### config.mk
export PLATFORM = sky130hd
export DESIGN_NAME = fet_redirect_ctrl_flat
export DESIGN_NICKNAME = d
export VERILOG_FILES = /design/src/rtl/fet_redirect_if.sv /design/src/rtl/fet_redirect_ctrl.sv /design/src/flat_wrapper.sv
export SDC_FILE = /design/constraint.sdc
export NUM_CORES = 1
export LEC_CHECK = 0
export ABC_AREA = 1
export CAP_MARGIN = 20
export CORE_UTILIZATION = 45
export DETAILED_ROUTE_END_ITERATION = 10
export GPL_TIMING_DRIVEN = 0
export PLACE_DENSITY = 0.85
export SETUP_SLACK_MARGIN = 0.2
export SYNTH_ARGS = -nofsm -noshare
export SYNTH_HDL_FRONTEND = slang
export SYNTH_SLANG_ARGS = --single-unit
### constraint.sdc
create_clock -name clk -period 2.1 [get_ports clk]
set_input_delay 0.42 -clock clk [delete_from_list [all_inputs] [get_ports clk]]
set_output_delay 0.42 -clock clk [all_outputs]
set_load 0.01 [all_outputs]
### src/rtl/fet_redirect_if.sv
// Stall, redirect-request and redirect-result signals shared by the redirect
// sources, the fetch unit and fet_redirect_ctrl.
interface fet_redirect_if;
  logic        de_stall;
  logic        exe_store_load_conflict;
  logic        readram_stall;
  logic        mem_stall;
  logic        mult_stall;
  logic        exp_req;
  logic [31:0] exp_pc;
  logic        int_req;
  logic [31:0] int_pc;
  logic        bpe_req;
  logic [31:0] bpe_pc;
  logic        jmp_req;
  logic [31:0] jmp_pc;
  logic        fet_stall;
  logic        fet_flush;
  logic        redir_valid;
  logic [31:0] redir_pc;
  logic        redir_busy;
  logic [15:0] redir_cnt;

  modport master (
    output de_stall, exe_store_load_conflict, readram_stall, mem_stall, mult_stall,
    output exp_req, exp_pc, int_req, int_pc, bpe_req, bpe_pc, jmp_req, jmp_pc,
    input  fet_stall, fet_flush, redir_valid, redir_pc, redir_busy, redir_cnt
  );

  modport slave (
    input  de_stall, exe_store_load_conflict, readram_stall, mem_stall, mult_stall,
    input  exp_req, exp_pc, int_req, int_pc, bpe_req, bpe_pc, jmp_req, jmp_pc,
    output fet_stall, fet_flush, redir_valid, redir_pc, redir_busy, redir_cnt
  );
endinterface

### src/rtl/fet_redirect_ctrl.sv
// Fetch redirect/flush sequencer: arbitrates exception > interrupt > mispredict > jump.
// Optional FET_REDIR_CNT_EN builds the saturating redirect counter on redir_cnt.
module fet_redirect_ctrl #(
  parameter logic [31:0] RESET_PC     = 32'h0000_0000,
  parameter int unsigned FLUSH_CYCLES = 2
) (
  input logic           clk,
  input logic           cpurst,
  fet_redirect_if.slave bus
);

  localparam logic [2:0] FLUSH_LOAD = 3'(FLUSH_CYCLES - 1);

  typedef enum logic [1:0] {
    ST_BOOT  = 2'd0,
    ST_IDLE  = 2'd1,
    ST_PEND  = 2'd2,
    ST_FLUSH = 2'd3
  } state_e;

  state_e      state_r;
  state_e      state_step_s;
  state_e      state_d_s;
  logic        flush_r;
  logic        flush_step_s;
  logic        flush_d_s;
  logic [2:0]  fcnt_r;
  logic [2:0]  fcnt_step_s;
  logic [2:0]  fcnt_d_s;
  logic [31:0] pend_pc_r;
  logic [31:0] pend_pc_step_s;
  logic        valid_r;
  logic [31:0] pc_r;
  logic        busy_r;
  logic        issue_s;
  logic [31:0] issue_pc_s;
  logic        stall_s;
  logic        urgent_s;
  logic [31:0] urgent_pc_s;
  logic        normal_s;
  logic [31:0] normal_pc_s;

  assign stall_s     = bus.de_stall | bus.exe_store_load_conflict | bus.readram_stall |
                       bus.mem_stall | bus.mult_stall;
  assign urgent_s    = bus.exp_req | bus.int_req;
  assign urgent_pc_s = bus.exp_req ? bus.exp_pc : bus.int_pc;
  assign normal_s    = bus.bpe_req | bus.jmp_req;
  assign normal_pc_s = bus.bpe_req ? bus.bpe_pc : bus.jmp_pc;

  // Redirect decision per state; an issue always lands in FLUSH with a reloaded counter.
  always_comb begin
    state_step_s   = state_r;
    flush_step_s   = flush_r;
    fcnt_step_s    = fcnt_r;
    pend_pc_step_s = pend_pc_r;
    issue_s        = 1'b0;
    issue_pc_s     = pc_r;
    case (state_r)
      ST_BOOT: begin
        issue_s    = 1'b1;
        issue_pc_s = RESET_PC;
      end
      ST_IDLE: begin
        flush_step_s = 1'b0;
        if (urgent_s) begin
          issue_s    = 1'b1;
          issue_pc_s = urgent_pc_s;
        end else if (normal_s && !stall_s) begin
          issue_s    = 1'b1;
          issue_pc_s = normal_pc_s;
        end else if (normal_s) begin
          pend_pc_step_s = normal_pc_s;
          state_step_s   = ST_PEND;
        end else begin
          state_step_s = ST_IDLE;
        end
      end
      ST_PEND: begin
        // Older pending redirect beats any new normal request; urgent overrides it.
        if (urgent_s) begin
          issue_s    = 1'b1;
          issue_pc_s = urgent_pc_s;
        end else if (!stall_s) begin
          issue_s    = 1'b1;
          issue_pc_s = pend_pc_r;
        end else begin
          state_step_s = ST_PEND;
        end
      end
      ST_FLUSH: begin
        if (urgent_s) begin
          issue_s    = 1'b1;
          issue_pc_s = urgent_pc_s;
        end else if (fcnt_r != 3'd0) begin
          fcnt_step_s = fcnt_r - 3'd1;
        end else begin
          flush_step_s = 1'b0;
          state_step_s = ST_IDLE;
        end
      end
      default: begin
        state_step_s = ST_BOOT;
        flush_step_s = 1'b1;
      end
    endcase
  end

  assign state_d_s = issue_s ? ST_FLUSH : state_step_s;
  assign flush_d_s = issue_s ? 1'b1 : flush_step_s;
  assign fcnt_d_s  = issue_s ? FLUSH_LOAD : fcnt_step_s;

  // State and registered redirect outputs; reset restarts the BOOT sequence.
  always_ff @(posedge clk) begin
    if (cpurst) begin
      state_r   <= ST_BOOT;
      flush_r   <= 1'b1;
      fcnt_r    <= 3'd0;
      pend_pc_r <= 32'h0000_0000;
      valid_r   <= 1'b0;
      pc_r      <= 32'h0000_0000;
      busy_r    <= 1'b0;
    end else begin
      state_r   <= state_d_s;
      flush_r   <= flush_d_s;
      fcnt_r    <= fcnt_d_s;
      pend_pc_r <= pend_pc_step_s;
      valid_r   <= issue_s;
      pc_r      <= issue_s ? issue_pc_s : pc_r;
      busy_r    <= (state_d_s == ST_PEND) || (state_d_s == ST_FLUSH);
    end
  end

  assign bus.fet_stall   = stall_s;
  assign bus.fet_flush   = flush_r;
  assign bus.redir_valid = valid_r;
  assign bus.redir_pc    = pc_r;
  assign bus.redir_busy  = busy_r;

`ifdef FET_REDIR_CNT_EN
  logic        count_s;
  logic [15:0] redir_cnt_r;

  assign count_s = issue_s && (state_r != ST_BOOT);

  // Saturating count of non-boot redirects, updated alongside redir_valid.
  always_ff @(posedge clk) begin
    if (cpurst) begin
      redir_cnt_r <= 16'h0000;
    end else if (count_s && (redir_cnt_r != 16'hFFFF)) begin
      redir_cnt_r <= redir_cnt_r + 16'h0001;
    end else begin
      redir_cnt_r <= redir_cnt_r;
    end
  end

  assign bus.redir_cnt = redir_cnt_r;
`else
  assign bus.redir_cnt = 16'h0000;
`endif

endmodule

### src/flat_wrapper.sv
// flat-port wrapper written by rule: the top's interface ports become plain ports
module fet_redirect_ctrl_flat 
#(
  parameter logic [31:0] RESET_PC     = 32'h0000_0000,
  parameter int unsigned FLUSH_CYCLES = 2
)
  (clk, cpurst, bus_de_stall, bus_exe_store_load_conflict, bus_readram_stall, bus_mem_stall, bus_mult_stall, bus_exp_req, bus_exp_pc, bus_int_req, bus_int_pc, bus_bpe_req, bus_bpe_pc, bus_jmp_req, bus_jmp_pc, bus_fet_stall, bus_fet_flush, bus_redir_valid, bus_redir_pc, bus_redir_busy, bus_redir_cnt);
  fet_redirect_if bus_i ();
  input logic clk;
  input logic cpurst;
  input wire logic [$bits(bus_i.de_stall)-1:0] bus_de_stall;
  input wire logic [$bits(bus_i.exe_store_load_conflict)-1:0] bus_exe_store_load_conflict;
  input wire logic [$bits(bus_i.readram_stall)-1:0] bus_readram_stall;
  input wire logic [$bits(bus_i.mem_stall)-1:0] bus_mem_stall;
  input wire logic [$bits(bus_i.mult_stall)-1:0] bus_mult_stall;
  input wire logic [$bits(bus_i.exp_req)-1:0] bus_exp_req;
  input wire logic [$bits(bus_i.exp_pc)-1:0] bus_exp_pc;
  input wire logic [$bits(bus_i.int_req)-1:0] bus_int_req;
  input wire logic [$bits(bus_i.int_pc)-1:0] bus_int_pc;
  input wire logic [$bits(bus_i.bpe_req)-1:0] bus_bpe_req;
  input wire logic [$bits(bus_i.bpe_pc)-1:0] bus_bpe_pc;
  input wire logic [$bits(bus_i.jmp_req)-1:0] bus_jmp_req;
  input wire logic [$bits(bus_i.jmp_pc)-1:0] bus_jmp_pc;
  output wire logic [$bits(bus_i.fet_stall)-1:0] bus_fet_stall;
  output wire logic [$bits(bus_i.fet_flush)-1:0] bus_fet_flush;
  output wire logic [$bits(bus_i.redir_valid)-1:0] bus_redir_valid;
  output wire logic [$bits(bus_i.redir_pc)-1:0] bus_redir_pc;
  output wire logic [$bits(bus_i.redir_busy)-1:0] bus_redir_busy;
  output wire logic [$bits(bus_i.redir_cnt)-1:0] bus_redir_cnt;
  assign bus_i.de_stall = bus_de_stall;
  assign bus_i.exe_store_load_conflict = bus_exe_store_load_conflict;
  assign bus_i.readram_stall = bus_readram_stall;
  assign bus_i.mem_stall = bus_mem_stall;
  assign bus_i.mult_stall = bus_mult_stall;
  assign bus_i.exp_req = bus_exp_req;
  assign bus_i.exp_pc = bus_exp_pc;
  assign bus_i.int_req = bus_int_req;
  assign bus_i.int_pc = bus_int_pc;
  assign bus_i.bpe_req = bus_bpe_req;
  assign bus_i.bpe_pc = bus_bpe_pc;
  assign bus_i.jmp_req = bus_jmp_req;
  assign bus_i.jmp_pc = bus_jmp_pc;
  assign bus_fet_stall = bus_i.fet_stall;
  assign bus_fet_flush = bus_i.fet_flush;
  assign bus_redir_valid = bus_i.redir_valid;
  assign bus_redir_pc = bus_i.redir_pc;
  assign bus_redir_busy = bus_i.redir_busy;
  assign bus_redir_cnt = bus_i.redir_cnt;
  fet_redirect_ctrl #(.RESET_PC(RESET_PC), .FLUSH_CYCLES(FLUSH_CYCLES)) u_core (.clk(clk), .cpurst(cpurst), .bus(bus_i));
endmodule
==> reports/metrics.csv <==
stage;metric;value;unit
timing;fin_crit;1.84;ns
layout;final_util;67.5;%
die;boundaryPins;191;
pwr;p_comb_share;58.7;%
route;routedWlPerCell;12.5;µm
timing;grt_setup_unrepaired;yes;
yosys;ys_types;25;
route;drt_iter0_markers;286;
setup_path;reg2reg_to;u_core.bus.redir_pc[2];
route;wl;15600;µm
timing;finalWorstSetupSlack;0.262;ns
die;fp-row-count;38;
die;coreArea;10800;µm²
pwr;power_frac_seq;23.6;%
timing;clock-skew-final;0.0125;ns
setup_path;cp-startpoint;u_core.state_r[0];
clock_tree;cts_root_buf;clkbuf_8;
clock_tree;clk_pin_slew;0.08;ns
setup_path;reg2regPathDepth;11;
pwr;clockPowerShare;17.7;%
yosys;syn_avg_cell_area;5.58;µm²
route;drc;0;
pwr;swShare;42.6;%
run;max-cap-violations;0;
route;vias_per_cell;4.79;
worst_hold_path;worstHoldPathCells;2;
pwr;ir_worst_vdd;642;µV
yosys;async_reset_ff_share;0;%
placement;placed_area;6960;µm²
placement;dp_slack;-0.210;ns
yosys;syn-instance-count;898;
pwr;p_sw;3.31;mW
layout;diodes;0;
clock_tree;clk_latency;0.36;ns
yosys;seq_area_frac_synth;28.8;%
grt;grt_first_pass_wirelength;25200;µm
timing;slew_headroom;59.2;%
route;dr.max_layer_used;met4;
timing;fmax;0.544;GHz
clock_tree;tritoncts;built;
route;dr_total_vias;5962;
setup_path;critPathArrivalTime;2.09;ns
route;routed-wl-met3;1250;µm
placement;gp_congestion;0.846;
setup_path;cp_data_required_time;2.36;ns
setup_path;r2r-start;u_core.state_r[0];
grt;gr-total-overflow;0;
yosys;synth_warnings;0;
yosys;syn_area;5010;µm²
clock_tree;clk_path_buf_depth;2;
route;drt_pass1_iterations;5;
yosys;synth_edf_count;0;
outcome;status;finished, final reports clean;
clock_tree;clkSinkCount;72;
layout;nets;1246;
clock_tree;h-tree-depth;3;
die;die_x;108;µm
layout;area.growth.synth_to_final;45.9;%
placement;port_buffers;172;
pwr;powerDensity;1060;nW/µm²
timing;final-hold-violation-count;0;
worst_hold_path;hold_path_end;u_core.pend_pc_r[19];
pwr;p_leak;3.71;nW
layout;stdcell_area;7310;µm²
worst_hold_path;min_path_type;flop to flop;
timing;fin_crit_sh;87.5;%
die;die_area;11600;µm²
grt;grt_pass1_vias;5602;
route;final_antenna_net_count;0;
grt;grt_max_degree;13;
setup_path;critPathKind;flop to flop;
yosys;synth_seq_cells;72;
layout;layout-drive-gt1-share;8.33;%
setup_path;crit_path_max_fanout;10;
timing;setup_viol;0;
placement;hpwl;11900;µm
setup_path;endpoint_kind;flop;
clock_tree;numCtsBuffers;9;
grt;antenna_found_initial;0;
die;start_util;46.2;%
route;wl_met1;6720;µm
setup_path;rrSetupSlack;0.26;ns
die;die_h;108;µm
setup_path;worstSetupStartpointType;flop;
pwr;total_power;7.78;mW
route;routed-wl-met2;7300;µm
timing;worst-slew-pin-transition;0.612;ns
worst_hold_path;min_from;u_core.pend_pc_r[19];
yosys;synth_flop_cell;dfxtp_1;
timing;slew_violations;0;
pwr;p_int;4.47;mW
grt;track_usage;27.7;%
[power by group through the flow]
stage                     combinational, mW  sequential, mW  clock, mW
final                                  4.57            1.84       1.37
after global routing                   5.08            1.87       1.44
after CTS                              4.39            1.83       1.37
after detailed placement               4.29            1.85          0
after global placement                 4.22            1.85          0
after floorplan                        2.81            1.93          0
[cells in the mapped netlist (3+ instances only)]
master | instances | share of area [%]
nand3_1 | 100 | 10
o21ai_0 | 4 | 0.40
clkbuf_1 | 21 | 1.6
dfxtp_1 | 72 | 29
nor2_4 | 3 | 0.67
buf_2 | 24 | 2.4
buf_4 | 22 | 3.3
nand2_1 | 435 | 33
buf_6 | 4 | 0.90
a21oi_1 | 37 | 3.7
ha_1 | 8 | 2.0
nand2_2 | 4 | 0.50
inv_1 | 77 | 5.8
nor2_1 | 72 | 5.4
[logic make-up after synthesis]
family,Yosys count,synth area share [%]
AOI/OAI and AO/OA,46,5.07
xor gates and xnor gates,2,0.350
adders and majority gates,8,2.00
buffers and inverters,153,14.4
DFF,72,28.8
other,1,0.0748
and+or+nand+nor,616,49.4
[registers in the layout, indices dropped and copies added, names as in the netlist]
signal / flops
u_core.bus.redir_valid: 1
u_core.bus.redir_pc: 32
u_core.state_r: 2
u_core.fcnt_r: 3
u_core.pend_pc_r: 32
u_core.bus.redir_busy: 1
u_core.bus.fet_flush: 1
[critical path: stages (launching register included)]
cell and delay [ns]:
dfxtp_4 0.36, inv_2 0.09, ha_1 0.14, buf_2 0.18
inv_2 0.07, nand3_1 0.10, nand2_2 0.09, o21ai_4 0.24
buf_4 0.22, nand3_1 0.08, nand2_1 0.11, nor2_1 0.05
[worst max path at each step]
stage          slack (ns)                       to
2_1_floorplan        0.38   u_core.bus.redir_pc[0]
3_3_place_gp        -0.16   u_core.bus.redir_pc[2]
3_5_place_dp        -0.21   u_core.bus.redir_pc[2]
4_1_cts              0.22      u_core.pend_pc_r[4]
5_1_grt              0.15  u_core.bus.redir_pc[18]
6_report             0.26   u_core.bus.redir_pc[2]
[routing by layer]
layer	vias to the layer above	global-route usage, %
met5	-	0
met4	0	11.3
met3	24	5.33
met2	232	46.6
met1	2608	34.7
li1	3098	-
[cell usage in the layout, fill, tap and decap left out, types with 5 or more instances in the layout]
| master | Yosys | final |
|---|---|---|
| dfxtp_1 | 72 | 71 |
| clkdlybuf4s50_1 | 0 | 171 |
| nand3_1 | 100 | 99 |
| buf_6 | 4 | 5 |
| clkbuf_1 | 21 | 19 |
| a21oi_1 | 37 | 37 |
| ha_1 | 8 | 8 |
| nor2_1 | 72 | 70 |
| inv_1 | 77 | 75 |
| buf_4 | 22 | 37 |
| clkbuf_8 | 0 | 10 |
| nand2_1 | 435 | 434 |
| buf_2 | 24 | 9 |
| conb_1 | 1 | 16 |
[metrics by stage]
step | hold slack, ns | instances | setup TNS [ns]
3_3_place_gp | 0.449 | 1225 | -2.94
6_report | 0.467 | 1244 | 0
5_1_grt | 0.483 | 1244 | 0
2_1_floorplan | 0.438 | 913 | 0
4_1_cts | 0.467 | 1242 | 0
3_5_place_dp | 0.455 | 1225 | -5.60
[layout make-up]
class | count | area, µm²
Clock buffer | 11 | 141
Sequential cell | 72 | 1450
Clock inverter | 5 | 104
Inverter | 82 | 310
Fill cell | 1032 | 3530
Buffer | 71 | 454
Timing Repair Buffer | 175 | 1740
Multi-Input combinational cell | 688 | 2940
Tap cell | 140 | 175
[what timing repair did]
action	CTS	global route
hold buffers	0	0
buffers inserted	1	2
setup endpoints to repair	32	64
pin swaps	1	4
resized for setup	7	38
Note: power is estimated with default switching activity, not from simulation.
